File: config.mk
export PLATFORM = sky130hd
export DESIGN_NAME = food_tracker
export DESIGN_NICKNAME = d
export VERILOG_FILES = /design/src/rtl/food_tracker.sv
export SDC_FILE = /design/constraint.sdc
export NUM_CORES = 1
export LEC_CHECK = 0
export CORE_ASPECT_RATIO = 1.1
export CORE_MARGIN = 2
export CORE_UTILIZATION = 30
export DETAILED_ROUTE_END_ITERATION = 8
export GPL_TIMING_DRIVEN = 0
export PLACE_DENSITY = 0.48
export SLEW_MARGIN = 20
export SYNTH_ARGS = -nofsm -noshare
export SYNTH_HDL_FRONTEND = slang
export SYNTH_SLANG_ARGS = --single-unit
File: constraint.sdc
create_clock -name clk1 -period 5.9 [get_ports clk1]
set_input_delay 1.18 -clock clk1 [delete_from_list [all_inputs] [get_ports clk1]]
set_output_delay 1.18 -clock clk1 [all_outputs]
set_load 0.02 [all_outputs]
File: src/rtl/food_tracker.sv
// food_tracker: consumer end of the food-coordinate interface.
// Samples the free-running candidate coordinates, latches a stable,
// non-overlapping candidate as the live food, detects the snake head
// eating it, keeps a saturating score and drives the per-pixel food flag.
module food_tracker #(
  parameter int FOOD_SIZE  = 6,
  parameter int HIT_RADIUS = 6,
  parameter int COOLDOWN   = 8,
  parameter int SCORE_W    = 8
) (
  input  logic               clk1,
  input  logic               rst1_n,
  input  logic [9:0]         cand_x,
  input  logic [9:0]         cand_y,
  input  logic [9:0]         head_x,
  input  logic [9:0]         head_y,
  input  logic               head_valid,
  input  logic [9:0]         pix_x,
  input  logic [9:0]         pix_y,
  output logic [9:0]         food_x,
  output logic [9:0]         food_y,
  output logic               food_valid,
  output logic               eat_pulse,
  output logic [SCORE_W-1:0] score,
  output logic               draw_food
);

  localparam int                 CNT_W     = $clog2(COOLDOWN + 1);
  localparam logic [10:0]        SIZE_EXT  = 11'(FOOD_SIZE);
  localparam logic [10:0]        RAD_EXT   = 11'(HIT_RADIUS);
  localparam logic [CNT_W-1:0]   COOL_LOAD = CNT_W'(COOLDOWN - 1);
  localparam logic [CNT_W-1:0]   CNT_ZERO  = {CNT_W{1'b0}};
  localparam logic [CNT_W-1:0]   CNT_ONE   = CNT_W'(1);
  localparam logic [SCORE_W-1:0] SCORE_MAX = {SCORE_W{1'b1}};
  localparam logic [SCORE_W-1:0] SCORE_ONE = SCORE_W'(1);

  typedef enum logic [1:0] {
    S_ACQ  = 2'd0,
    S_LIVE = 2'd1,
    S_COOL = 2'd2
  } state_t;

  state_t             state_r;
  state_t             state_next_s;
  logic [9:0]         prev_x_r;
  logic [9:0]         prev_y_r;
  logic [9:0]         head_st_x_r;
  logic [9:0]         head_st_y_r;
  logic [CNT_W-1:0]   cool_cnt_r;
  logic [9:0]         food_x_r;
  logic [9:0]         food_y_r;
  logic               food_valid_r;
  logic               eat_pulse_r;
  logic [SCORE_W-1:0] score_r;
  logic               draw_food_r;

  logic               stable_s;
  logic               overlap_head_s;
  logic               hit_s;
  logic               accept_s;
  logic               eat_s;
  logic               in_x_s;
  logic               in_y_s;

  // Unsigned distance, widened to 11 bits so it can never wrap.
  function automatic logic [10:0] abs_diff(input logic [9:0] a, input logic [9:0] b);
    logic [10:0] d;
    if (a >= b) begin
      d = {1'b0, a} - {1'b0, b};
    end else begin
      d = {1'b0, b} - {1'b0, a};
    end
    return d;
  endfunction

  // Two points are "near" when both axis distances are inside the hit radius.
  function automatic logic is_near(input logic [9:0] ax, input logic [9:0] ay,
                                   input logic [9:0] bx, input logic [9:0] by);
    return (abs_diff(ax, bx) < RAD_EXT) && (abs_diff(ay, by) < RAD_EXT);
  endfunction

  assign stable_s       = (cand_x == prev_x_r) && (cand_y == prev_y_r);
  assign overlap_head_s = is_near(cand_x, cand_y, head_st_x_r, head_st_y_r);
  assign hit_s          = is_near(head_x, head_y, food_x_r, food_y_r);
  assign in_x_s         = ({1'b0, pix_x} >= {1'b0, food_x_r}) &&
                          ({1'b0, pix_x} <  ({1'b0, food_x_r} + SIZE_EXT));
  assign in_y_s         = ({1'b0, pix_y} >= {1'b0, food_y_r}) &&
                          ({1'b0, pix_y} <  ({1'b0, food_y_r} + SIZE_EXT));

  // State register.
  always_ff @(posedge clk1 or negedge rst1_n) begin
    if (!rst1_n) begin
      state_r <= S_ACQ;
    end else begin
      state_r <= state_next_s;
    end
  end

  // Next-state logic: acquire, live until eaten, then fixed cooldown.
  always_comb begin
    state_next_s = state_r;
    case (state_r)
      S_ACQ: begin
        if (accept_s) begin
          state_next_s = S_LIVE;
        end else begin
          state_next_s = S_ACQ;
        end
      end
      S_LIVE: begin
        if (eat_s) begin
          state_next_s = S_COOL;
        end else begin
          state_next_s = S_LIVE;
        end
      end
      S_COOL: begin
        if (cool_cnt_r == CNT_ZERO) begin
          state_next_s = S_ACQ;
        end else begin
          state_next_s = S_COOL;
        end
      end
      default: state_next_s = S_ACQ;
    endcase
  end

  // Event decode: accept only in S_ACQ, eat only when already in S_LIVE.
  always_comb begin
    accept_s = 1'b0;
    eat_s    = 1'b0;
    case (state_r)
      S_ACQ:   accept_s = stable_s && !overlap_head_s;
      S_LIVE:  eat_s    = head_valid && hit_s;
      S_COOL: begin
        accept_s = 1'b0;
        eat_s    = 1'b0;
      end
      default: begin
        accept_s = 1'b0;
        eat_s    = 1'b0;
      end
    endcase
  end

  // Candidate sample stage; comparing against it rejects torn coordinates.
  always_ff @(posedge clk1 or negedge rst1_n) begin
    if (!rst1_n) begin
      prev_x_r <= 10'd0;
      prev_y_r <= 10'd0;
    end else begin
      prev_x_r <= cand_x;
      prev_y_r <= cand_y;
    end
  end

  // Last head position, used to keep new food off the snake head.
  always_ff @(posedge clk1 or negedge rst1_n) begin
    if (!rst1_n) begin
      head_st_x_r <= 10'd0;
      head_st_y_r <= 10'd0;
    end else if (head_valid && (state_r != S_COOL)) begin
      head_st_x_r <= head_x;
      head_st_y_r <= head_y;
    end
  end

  // Live food position and validity.
  always_ff @(posedge clk1 or negedge rst1_n) begin
    if (!rst1_n) begin
      food_x_r     <= 10'd0;
      food_y_r     <= 10'd0;
      food_valid_r <= 1'b0;
    end else if (accept_s) begin
      food_x_r     <= cand_x;
      food_y_r     <= cand_y;
      food_valid_r <= 1'b1;
    end else if (eat_s) begin
      food_valid_r <= 1'b0;
    end
  end

  // Eat strobe and saturating score counter.
  always_ff @(posedge clk1 or negedge rst1_n) begin
    if (!rst1_n) begin
      eat_pulse_r <= 1'b0;
      score_r     <= {SCORE_W{1'b0}};
    end else begin
      eat_pulse_r <= eat_s;
      if (eat_s && (score_r != SCORE_MAX)) begin
        score_r <= score_r + SCORE_ONE;
      end
    end
  end

  // Cooldown counter: loaded on eat, counts down while cooling.
  always_ff @(posedge clk1 or negedge rst1_n) begin
    if (!rst1_n) begin
      cool_cnt_r <= CNT_ZERO;
    end else if (eat_s) begin
      cool_cnt_r <= COOL_LOAD;
    end else if ((state_r == S_COOL) && (cool_cnt_r != CNT_ZERO)) begin
      cool_cnt_r <= cool_cnt_r - CNT_ONE;
    end
  end

  // Registered per-pixel food flag for the colour mux.
  always_ff @(posedge clk1 or negedge rst1_n) begin
    if (!rst1_n) begin
      draw_food_r <= 1'b0;
    end else begin
      draw_food_r <= food_valid_r && in_x_s && in_y_s;
    end
  end

  assign food_x     = food_x_r;
  assign food_y     = food_y_r;
  assign food_valid = food_valid_r;
  assign eat_pulse  = eat_pulse_r;
  assign score      = score_r;
  assign draw_food  = draw_food_r;

endmodule

==> results.md, run 1 <==
- Final setup margin: ~0.94 ns
- Cell area after synthesis: between 8000 and 9000 µm²
- Clk_lat worst skew: 0.35 ns
- PwrDens: between 150 and 200 nW/µm²
- Sw Pwr: ~0.54 mW
- Routability congestion estimate: between 0.8 and 0.9
- Design Area, Final: between 9000 and 10,000 µm²
- Placement Cell Area: 9520 µm²
- Crit-path slowest cell: a2111oi_4
- First-pass GRT wire length: 38.7 mm
- Max Fclk: just over 200 MHz
- Initial Utilization: 30.3%
- Synth warn: 0
- Buf/Inv on CP: 3
- TritonCTS Buffers: 9
- Gate power share: between 20 and 30%
- Worst Hold Slack: 0.504 ns
- Final Total Pwr: ~1.6 mW
- Die area: ~28,000 µm²
- CTS resizes: 0
- Drt first pass iters: 5
- Min Clock Period, post-route: approximately 5.0 ns
- Synth Instances: between 900 and 1,000
- Final Core Density: about 37%
- Antenna Nets Post-Route: 0
- Vias: about 7,100
- Clk slew on worst S/H paths: ~0.070 ns
- Sequential power share: ~34%
- Most frequent cells in the layout: ha_1, inv_1, clkdlybuf4s50_1
- Std-Cell Rows: 63
- Placed Cells: approximately 1,400
- Setup TNS Final: 0 ns
- Area of the multi-input gates: about 5600 µm²
- Pin count of the biggest net entering global routing: 52
- Avg WL per Cell: roughly 17 µm
- Share of layout cells above drive strength 1: under 10%
- Cell Int Power: between 1 and 1.5 mW
- HPWL after DPL: between 15 and 20 mm
- VDD IR max: roughly 0.13 mV
- Die H: 177 µm
- Element type at the critical path end: flop
- Tightest Hold Check Type: reg -> reg
- Max stage delay on crit path: ~0.64 ns
- Slew Limit Headroom: 57.4%
- Number of diodes: 0
- Mapped Nets: about 1,100
- Most common cell after layout, fill and taps aside: ha_1
- Starting DRT DRC Count: 360
- Leak pwr: roughly 4.8 nW
- CTS H-Tree Depth: 3
- Ports: 94
- Gr ovfl total: 0
- Setup violators final: 0
- Root Buffer: clkbuf_16
- Postcts setup bufs: 0
- Slew @ Worst Pin: between 0.6 and 0.7 ns
- Initial antenna violation count: 0
- Sequential cell area: 1930 µm²
- Post-synth EDFFs: 0
- Switching share of power: 33.0%
- CP top delay family: compound AO/OA/AOI/OAI gates
- Total global-route track usage: between 10% and 20%
- Clock share of power: approximately 36%
- Avg Vias per Cell: approximately 5
- WL final: ~24 mm
- Share of the yosys chip area belonging to registers: 23.7%
- Setup crit start kind: primary input
- Kind of critical path: in -> reg
- CTS Hold Bufs: 0
- Cell Chain, Critical Path: clkdlybuf4s50_1, inv_1, fa_1, xor2_1, a2111oi_0, nand4_1, nor4_2, a311oi_1, o22a_1, a2111oi_4, buf_6, mux2i_1
- Final Max Tran Viols: 0
- Max-cap viol count: 0
- TritonCTS clock tree: built
- Clock Path Buffers: 2
- Async S/R FF share, synth: 100%
- Critical path required time: just over 6 ns
- Crit path max fanout: 10
- Worst slack at placement: 0.505 ns
- Vias in the first global route: between 7,000 and 8,000
- Post-synthesis register bit count: slightly below 80
- Number of I/O port buffers: a little over 90
- Num Clock Sinks: 77
- Residual DRC count: 0
- RSZ-0062 raised after global routing: false
- P&R area growth vs syn: 21.0%
- Ys flop type: dfrtp_1
- Post-synth cell types: 77
- Core box area: around 27,000 µm²
- Die width: roughly 160 µm
- Clk_skew: around 0.015 ns
- Status: finished clean
- Final period util: between 80% and 90%
- Syn_area_per_cell: between 8 and 9 µm²
- Fillers: roughly 2,800
- Hold Violations, Final: 0
- Final net count: 1,239
- Crit path DAT: between 5 and 6 ns
- Non-Filler Instances: approximately 1,400
-- cell type report --
type	count	area share, %
multi-input cells	713	56.6
flip-flops and latches	77	19.6
repair buffers	94	9.73
well taps	357	4.55
inverters	117	4.47
clock buffers	9	2.29
plain buffers	34	1.99
clock inverters	7	0.815
-- synth_stat cells, drive strengths merged (3+ instances only) --
| library cell | count | area [µm²] |
|---|---|---|
| o21ai | 72 | 360 |
| o2111ai | 9 | 78.8 |
| nand2b | 18 | 113 |
| and3 | 13 | 81.3 |
| nor2b | 17 | 114 |
| xor2 | 26 | 228 |
| nor4b | 3 | 26.3 |
| nor3 | 21 | 105 |
| o21bai | 8 | 60.1 |
| a2111oi | 9 | 124 |
| nor2 | 35 | 131 |
| o22ai | 3 | 32.5 |
| o221ai | 4 | 35.0 |
| nor4 | 7 | 50.1 |
| dfrtp | 77 | 1930 |
| a21o | 34 | 255 |
| buf | 17 | 131 |
| a31oi | 12 | 75.1 |
| mux2 | 5 | 56.3 |
| or3b | 3 | 26.3 |
| fa | 8 | 160 |
| a211oi | 7 | 57.6 |
| nand4 | 13 | 81.3 |
| a21oi | 52 | 268 |
| nand2 | 51 | 191 |
| a221oi | 5 | 43.8 |
| mux2i | 24 | 240 |
| clkbuf | 17 | 63.8 |
| xnor2 | 41 | 359 |
| ha | 122 | 1530 |
| o211ai | 8 | 60.1 |
| nand3b | 3 | 22.5 |
| inv | 117 | 439 |
| o21a | 15 | 113 |
| nor3b | 5 | 37.5 |
| a221o | 3 | 30.0 |
| nand3 | 20 | 100 |
| o31ai | 4 | 30.0 |
| or3 | 3 | 18.8 |
-- worst paths after layout --
path | from | to | slack, ns | cells after the start
setup / recovery | cand_x[1] | food_y[7] | 0.94 | 12
setup reg to reg | head_st_x_r[0] | food_y[7] | 1.93 | 13
min in group asynchronous | rst1_n | food_x[3] | 0.75 | 1
hold reg to reg | score[5] | score[5] | 0.50 | 1
hold / removal | score[5] | score[5] | 0.50 | 1
max in group asynchronous | rst1_n | head_st_y_r[1] | 4.55 | 2
-- state kept, by name, indices dropped and copies added, names as in the netlist, 2 cells and up --
| signal | count |
|---|---|
| cool_cnt_r | 4 |
| prev_y_r | 10 |
| head_st_y_r | 10 |
| state_r | 2 |
| food_x | 10 |
| head_st_x_r | 10 |
| food_y | 10 |
| prev_x_r | 10 |
| score | 8 |
-- worst register-to-register path, delay by kind of cell, from the launching register on --
family,cells,cell delay [ns]
multiplexers,1,0.21
adder cells (fa/ha/maj),2,0.60
flip-flops,1,0.40
AO/OA/AOI/OAI,4,1.57
XOR/XNOR,1,0.18
buffers and inverters,3,0.40
AND/OR/NAND/NOR,2,0.53
-- routing by layer --
layer  share of wire [%]  global-route usage, %  up-vias  wire, µm
li1                    -                      -     3544         -
met1                  48                   23.0     3327     11400
met2                  48                   29.5      152     11400
met3                 2.8                   2.11       28       661
met4                 1.6                   4.09        0       386
met5                   0                      0        -         0
-- logic make-up after synthesis --
| kind of cell | Yosys count | share of synthesized area (%) |
|---|---|---|
| flops | 77 | 23.7 |
| xor+xnor | 67 | 7.23 |
| simple gates | 221 | 14.4 |
| compound gates | 266 | 22.4 |
| mux | 29 | 3.65 |
| fa+ha+maj | 130 | 20.8 |
| buf+inv | 151 | 7.81 |
-- power by group through the flow --
stage / Sequential, mW / Combinational [mW] / Clock [mW]
2_1_floorplan: 0.568 / 0.325 / 0
3_3_place_gp: 0.572 / 0.486 / 0
3_5_place_dp: 0.572 / 0.488 / 0
4_1_cts: 0.562 / 0.492 / 0.601
5_1_grt: 0.564 / 0.551 / 0.624
6_report: 0.562 / 0.489 / 0.584
Power figures use the tool's default switching activity.
==> run 2: changes to the inputs <==
==> constraint.sdc (replaced) <==
create_clock -name clk1 -period 5 [get_ports clk1]
set_input_delay 1 -clock clk1 [delete_from_list [all_inputs] [get_ports clk1]]
set_output_delay 1 -clock clk1 [all_outputs]
set_load 0.02 [all_outputs]
==> run 2 against run 1 <==
Compared with the run above: non-clock buffer count increased by 2; combinational power increased by 18%; critical path depth increased by 1; register-to-register slack got worse by 0.66 ns; via count about the same; sequential share of layout area about the same; total power increased by 18%; clock power increased by 18%; design area increased by 0.15%; hold slack improved by 0.0012 ns; largest power group unchanged; global-route usage unchanged.
==> results.md, run 2 (synthesis results as in run 1) <==
- Status: finished clean
- Die area: 28,400 µm² (unchanged)
- Die width: 161 µm (unchanged)
- Kind of critical path: in -> reg
- Hold depth: 1 (unchanged)
- Clock Path Buffers: 2 (unchanged)
- Initial Utilization: 30.3% (unchanged)
- Setup violators final: 0 (unchanged)
- Share of layout cells above drive strength 1: 5.32% (+0.18 points)
- Vias: 7,044 (-0.099%)
- VDD IR max: 0.154 mV (+18%)
- Critical path required time: 5.27 ns (-0.90 ns)
- Gate power share: 29.9% (about the same)
- CTS resizes: 0 (unchanged)
- Sequential power share: 34.3% (about the same)
- Placed Cells: 1,392 (unchanged)
- WL final: 23.8 mm (about the same)
- Final net count: 1,241 (+0.16%)
- Tightest Hold Check Type: reg -> reg
- Std-Cell Rows: 63 (unchanged)
- Hold endpoint: score[5]
- Reg-to-reg startpoint: food_x[1]
- Root Buffer: clkbuf_16
- Min-Delay Startpoint: score[5]
- P&R area growth vs syn: 21.2%
- CTS H-Tree Depth: 3 (unchanged)
- Clk_skew: 0.0159 ns (+0.000865 ns)
- Ports: 94 (unchanged)
- Initial antenna violation count: 0 (unchanged)
- Switching share of power: 33.1% (+0.066 points)
- Crit path DAT: 4.80 ns (-0.43 ns)
- Most frequent cells in the layout: ha_1, inv_1, clkdlybuf4s50_1
- Final period util: about nine tenths
- Cell Int Power: 1.29 mW (+18%)
- Setup TNS Final: 0 ns (unchanged)
- Residual DRC count: 0 (unchanged)
- Number of I/O port buffers: 93 (unchanged)
- RSZ-0062 raised after global routing: false
- Slew @ Worst Pin: 0.561 ns (-0.0788 ns)
- Fillers: 2,850 (+0.035%)
- First-pass GRT wire length: 38.7 mm (unchanged)
- Final Max Tran Viols: 0 (unchanged)
- Leak pwr: 4.76 nW (+0.17%)
- Die H: 177 µm (unchanged)
- Avg WL per Cell: 16.9 µm (-0.18%)
- Non-Filler Instances: 1,410 (+0.14%)
- Most common cell after layout, fill and taps aside: ha_1
- Slew Limit Headroom: 62.2% (+4.9 points)
- TritonCTS Buffers: 9 (unchanged)
- Element type at the critical path end: flop
- Antenna Nets Post-Route: 0 (unchanged)
- Clk_lat worst skew: 0.35 ns (about the same)
- PwrDens: 196 nW/µm² (+18%)
- CTS Hold Bufs: 0 (unchanged)
- Sequential cell area: 1930 µm² (unchanged)
- Pin count of the biggest net entering global routing: 52 (unchanged)
- Total global-route track usage: 17.2% (unchanged)
- Gr ovfl total: 0 (unchanged)
- Routability congestion estimate: 0.863 (unchanged)
- TritonCTS clock tree: built
- Core box area: 26,800 µm² (unchanged)
- Sw Pwr: 0.638 mW (+18%)
- Reg2reg path depth: 11 (-2)
- HPWL after DPL: 19.3 mm (unchanged)
- Clock share of power: 35.8% (about the same)
- Vias in the first global route: 7,187 (unchanged)
- Drt first pass iters: 5 (unchanged)
- Num Clock Sinks: 77 (unchanged)
- Min Clock Period, post-route: about 4.5 ns
- Max-cap viol count: 0 (unchanged)
- Clk slew on worst S/H paths: 0.07 ns (about the same)
- Starting DRT DRC Count: 333 (-7.5%)
- Max Fclk: around 220 MHz
- Worst reg2reg setup slack: 1.27 ns (-0.66 ns)
- R2R Path End: food_valid
- Crit path max fanout: 10 (unchanged)
- Avg Vias per Cell: 5.00 (-0.24%)
- Hold Violations, Final: 0 (unchanged)
- Number of diodes: 0 (unchanged)
- Area of the multi-input gates: 5560 µm² (unchanged)
- Setup crit start kind: primary input
-- run 2: what timing repair did --
action	4_1_cts	5_1_grt
endpoints found under the setup margin	0	19
hold endpoints to repair	0	0
setup buffers	0	2
-- run 2: through the flow --
stage / total power [mW] / setup WS, ns / hold slack, ns / utilization, % / area (µm²)
4_1_cts: 1.95 / 0.147 / 0.512 / 36.7 / 9830
5_1_grt: 2.05 / 0.179 / 0.528 / 36.7 / 9840
2_1_floorplan: 1.05 / 1.03 / 0.475 / - / 8120
3_3_place_gp: 1.25 / -0.281 / 0.491 / 35.4 / 9500
6_report: 1.93 / 0.469 / 0.505 / 36.7 / 9840
3_5_place_dp: 1.25 / -0.215 / 0.493 / 35.5 / 9520
-- run 2: critical path, stage by stage --
cell	delay [ns]
clkdlybuf4s50_1	0.60
inv_1	0.16
fa_1	0.51
xor2_1	0.18
a2111oi_0	0.45
nand4_1	0.19
nor4_2	0.34
a311oi_1	0.21
o22a_1	0.27
a2111oi_4	0.26
buf_4	0.20
buf_6	0.20
mux2i_1	0.21
-- run 2: worst max-delay path by stage --
stage                          from    endpoint  slack, ns
after floorplan           head_x[0]  food_valid       1.03
after global placement    cand_x[1]   food_x[4]      -0.28
after detailed placement  cand_x[1]   food_y[8]      -0.22
after CTS                 cand_x[1]   food_y[7]       0.15
after global routing      cand_y[0]   food_y[7]       0.18
final                     cand_x[1]   food_y[7]       0.47
-- run 2: cell type report --
type / count / share of cell area (%)
multi-input cells: 713 / 56.5
flip-flops and latches: 77 / 19.6
repair buffers: 96 / 9.87
well taps: 357 / 4.54
inverters: 117 / 4.46
clock buffers: 9 / 2.29
plain buffers: 34 / 1.98
clock inverters: 7 / 0.814
-- run 2: metal layers --
metal  up-vias  part of all wire (%)  track usage, %
li1       3552                     -               -
met1      3330                    48            23.0
met2       134                    48            29.5
met3        28                   2.4            2.11
met4         0                   1.6            4.09
met5         -                     0               0
-- run 2: power groups by stage --
| stage | sequential [mW] | combinational, mW | clock, mW |
|---|---|---|---|
| 3_3_place_gp | 0.675 | 0.574 | 0 |
| 2_1_floorplan | 0.670 | 0.384 | 0 |
| 4_1_cts | 0.663 | 0.580 | 0.709 |
| 6_report | 0.663 | 0.577 | 0.691 |
| 5_1_grt | 0.666 | 0.651 | 0.736 |
| 3_5_place_dp | 0.675 | 0.576 | 0 |
==> run 3: changes to the inputs <==
--- a/config.mk
+++ b/config.mk
@@ -5,12 +5,15 @@
 export SDC_FILE = /design/constraint.sdc
 export NUM_CORES = 1
 export LEC_CHECK = 0
+export ABC_CLOCK_PERIOD_IN_PS = 5000
 export CORE_ASPECT_RATIO = 1.1
 export CORE_MARGIN = 2
 export CORE_UTILIZATION = 30
 export DETAILED_ROUTE_END_ITERATION = 8
+export GPL_ROUTABILITY_DRIVEN = 0
 export GPL_TIMING_DRIVEN = 0
 export PLACE_DENSITY = 0.48
+export RECOVER_POWER = 50
 export SLEW_MARGIN = 20
 export SYNTH_ARGS = -nofsm -noshare
 export SYNTH_HDL_FRONTEND = slang
==> run 3 against run 2 <==
Compared with the run above: the flow now finishes with violations (capacitance limit, slew limit); register-to-register slack hardly changed; global-route usage stayed put; die area stayed put; maximum frequency is 1.6% lower; non-clock buffer count stayed put; cell count stayed put; core utilization hardly changed; critical path depth stayed put; clock skew is 0.00087 ns lower; hold slack stayed put; first-iteration DRC count is 2.4% lower; critical path type unchanged; largest cell class unchanged.
==> results.md, run 3 (synthesis results as in run 1) <==
- HPWL after DPL: 19.3 mm (unchanged)
- Critical path required time: 5.27 ns (about the same)
- Fillers: 2,850 (unchanged)
- VDD IR max: 0.154 mV (about the same)
- TritonCTS Buffers: 9 (unchanged)
- Kind of critical path: in -> reg
- Clk_skew: 0.0150 ns (-0.000875 ns)
- Number of diodes: 0 (unchanged)
- Total global-route track usage: 17.2% (unchanged)
- Share of layout cells above drive strength 1: 5.22% (-0.095 points)
- Reg-to-reg startpoint: food_x[1]
- Setup TNS Final: 0 ns (unchanged)
- Clk_lat worst skew: 0.35 ns (about the same)
- Worst reg2reg setup slack: 1.27 ns (about the same)
- Residual DRC count: 0 (unchanged)
- Crit path max fanout: 10 (unchanged)
- Pin count of the biggest net entering global routing: 52 (unchanged)
- Core box area: 26,800 µm² (unchanged)
- P&R area growth vs syn: 21.2% (about the same)
- CTS resizes: 0 (unchanged)
- Clk slew on worst S/H paths: 0.07 ns (about the same)
- Max Fclk: 217 MHz (-1.6%)
- Hold endpoint: score[5]
- Most frequent cells in the layout: ha_1, inv_1, dfrtp_1, clkdlybuf4s50_1, o21ai_0
- Avg WL per Cell: 16.9 µm (about the same)
- Setup violators final: 0 (unchanged)
- Starting DRT DRC Count: 325 (-2.4%)
- Element type at the critical path end: flop
- Clock Path Buffers: 2 (unchanged)
- Hold Violations, Final: 0 (unchanged)
- Initial Utilization: 30.3% (unchanged)
- Min-Delay Startpoint: score[5]
- Avg Vias per Cell: 5.00 (about the same)
- Tightest Hold Check Type: reg -> reg
- First-pass GRT wire length: 38.7 mm (unchanged)
- Final Total Pwr: 1.93 mW (-0.24%)
- Die H: 177 µm (unchanged)
- Ports: 94 (unchanged)
- Min Clock Period, post-route: 4.60 ns (+0.0720 ns)
- Antenna Nets Post-Route: 0 (unchanged)
- Std-Cell Rows: 63 (unchanged)
- Violated checks: capacitance limit, slew limit
- RSZ-0062 raised after global routing: false
- Most common cell after layout, fill and taps aside: ha_1
- Num Clock Sinks: 77 (unchanged)
- Gr ovfl total: 0 (unchanged)
- Status: complete, but fails checks
- Final Max Tran Viols: 27 (+27)
- Leak pwr: 4.76 nW (about the same)
- Worst Hold Slack: 0.505 ns (unchanged)
- Drt first pass iters: 6 (+1)
- WL final: 23.8 mm (about the same)
- Reg2reg path depth: 11 (unchanged)
- Vias in the first global route: 7,187 (unchanged)
- Vias: 7,045 (+0.014%)
- Non-Filler Instances: 1,410 (unchanged)
- Final period util: 92.1% (+1.4 points)
- Number of I/O port buffers: 93 (unchanged)
- Max-cap viol count: 1 (+1)
- Hold depth: 1 (unchanged)
- TritonCTS clock tree: built
- Die area: 28,400 µm² (unchanged)
- Initial antenna violation count: 1 (+1)
- Root Buffer: clkbuf_16
- Crit path DAT: 4.87 ns (+0.07 ns)
- CTS H-Tree Depth: 3 (unchanged)
- Slew Limit Headroom: -16.7% (-79 points)
- Final net count: 1,241 (unchanged)
- Worst slack at placement: -0.215 ns (unchanged)
- Placed Cells: 1,392 (unchanged)
- Die width: 161 µm (unchanged)
- PwrDens: 196 nW/µm² (-0.21%)
- Final setup margin: 0.397 ns (-0.0720 ns)
- Slew @ Worst Pin: 1.75 ns (+1.19 ns)
- R2R Path End: food_valid
- Setup crit start kind: primary input
run 3: cell types whose count changed in the layout (fill, tap and decap cells not counted), sizes merged:
cell	previous run	this run
clkbuf	26	27
clkdlybuf4s50	92	77
dlygate4sd3	0	15
buf	21	20
run 3: worst max-delay path by stage:
stage            endpoint  slack [ns]      start
2_1_floorplan  food_valid        1.03  head_x[0]
3_3_place_gp    food_x[4]       -0.28  cand_x[1]
3_5_place_dp    food_y[8]       -0.22  cand_x[1]
4_1_cts         food_y[7]        0.15  cand_x[1]
5_1_grt         food_y[7]         0.1  cand_y[0]
6_report        food_y[7]        0.40  cand_x[1]
run 3: cell type report:
class                           instances  area, µm²  area share [%]
Timing Repair Buffer                   96        967            9.83
Buffer                                 34        195            1.98
Sequential cell                        77       1930            19.6
Clock buffer                            9        225            2.29
Inverter                              117        439            4.46
Tap cell                              357        447            4.54
Clock inverter                          7       80.1           0.814
Multi-Input combinational cell        713       5560            56.5
run 3: what timing repair did:
| item | 4_1_cts | 5_1_grt |
|---|---|---|
| endpoints found under the setup margin | 0 | 19 |
| buffers inserted | 0 | 2 |
| hold buffers | 0 | 0 |
run 3: layer usage:
metal	GRT usage, %	vias up	share of wire [%]
met4	4.09	0	1.7
met3	2.11	28	2.6
li1	-	3552	-
met5	0	-	0
met2	29.5	142	48
met1	23.0	3323	48
run 3: power breakdown:
part / internal (mW) / switching [mW] / leakage, nW
registers: 0.645 / 0.0173 / 0.868
logic: 0.250 / 0.325 / 3.75
clock network: 0.394 / 0.294 / 0.148
total: 1.29 / 0.636 / 4.76
run 3: metrics by stage:
step	area (µm²)	util (%)
after floorplan	8120	-
after global placement	9500	35.4
after detailed placement	9520	35.5
after CTS	9830	36.7
after global routing	9840	36.7
final	9840	36.7
run 3: critical path, stage by stage:
cell           delay [ns]
dlygate4sd3_1        0.67
inv_1                0.17
fa_1                 0.51
xor2_1               0.18
a2111oi_0            0.45
nand4_1              0.19
nor4_2               0.34
a311oi_1             0.21
o22a_1               0.27
a2111oi_4            0.26
buf_4                0.20
buf_6                0.20
mux2i_1              0.21
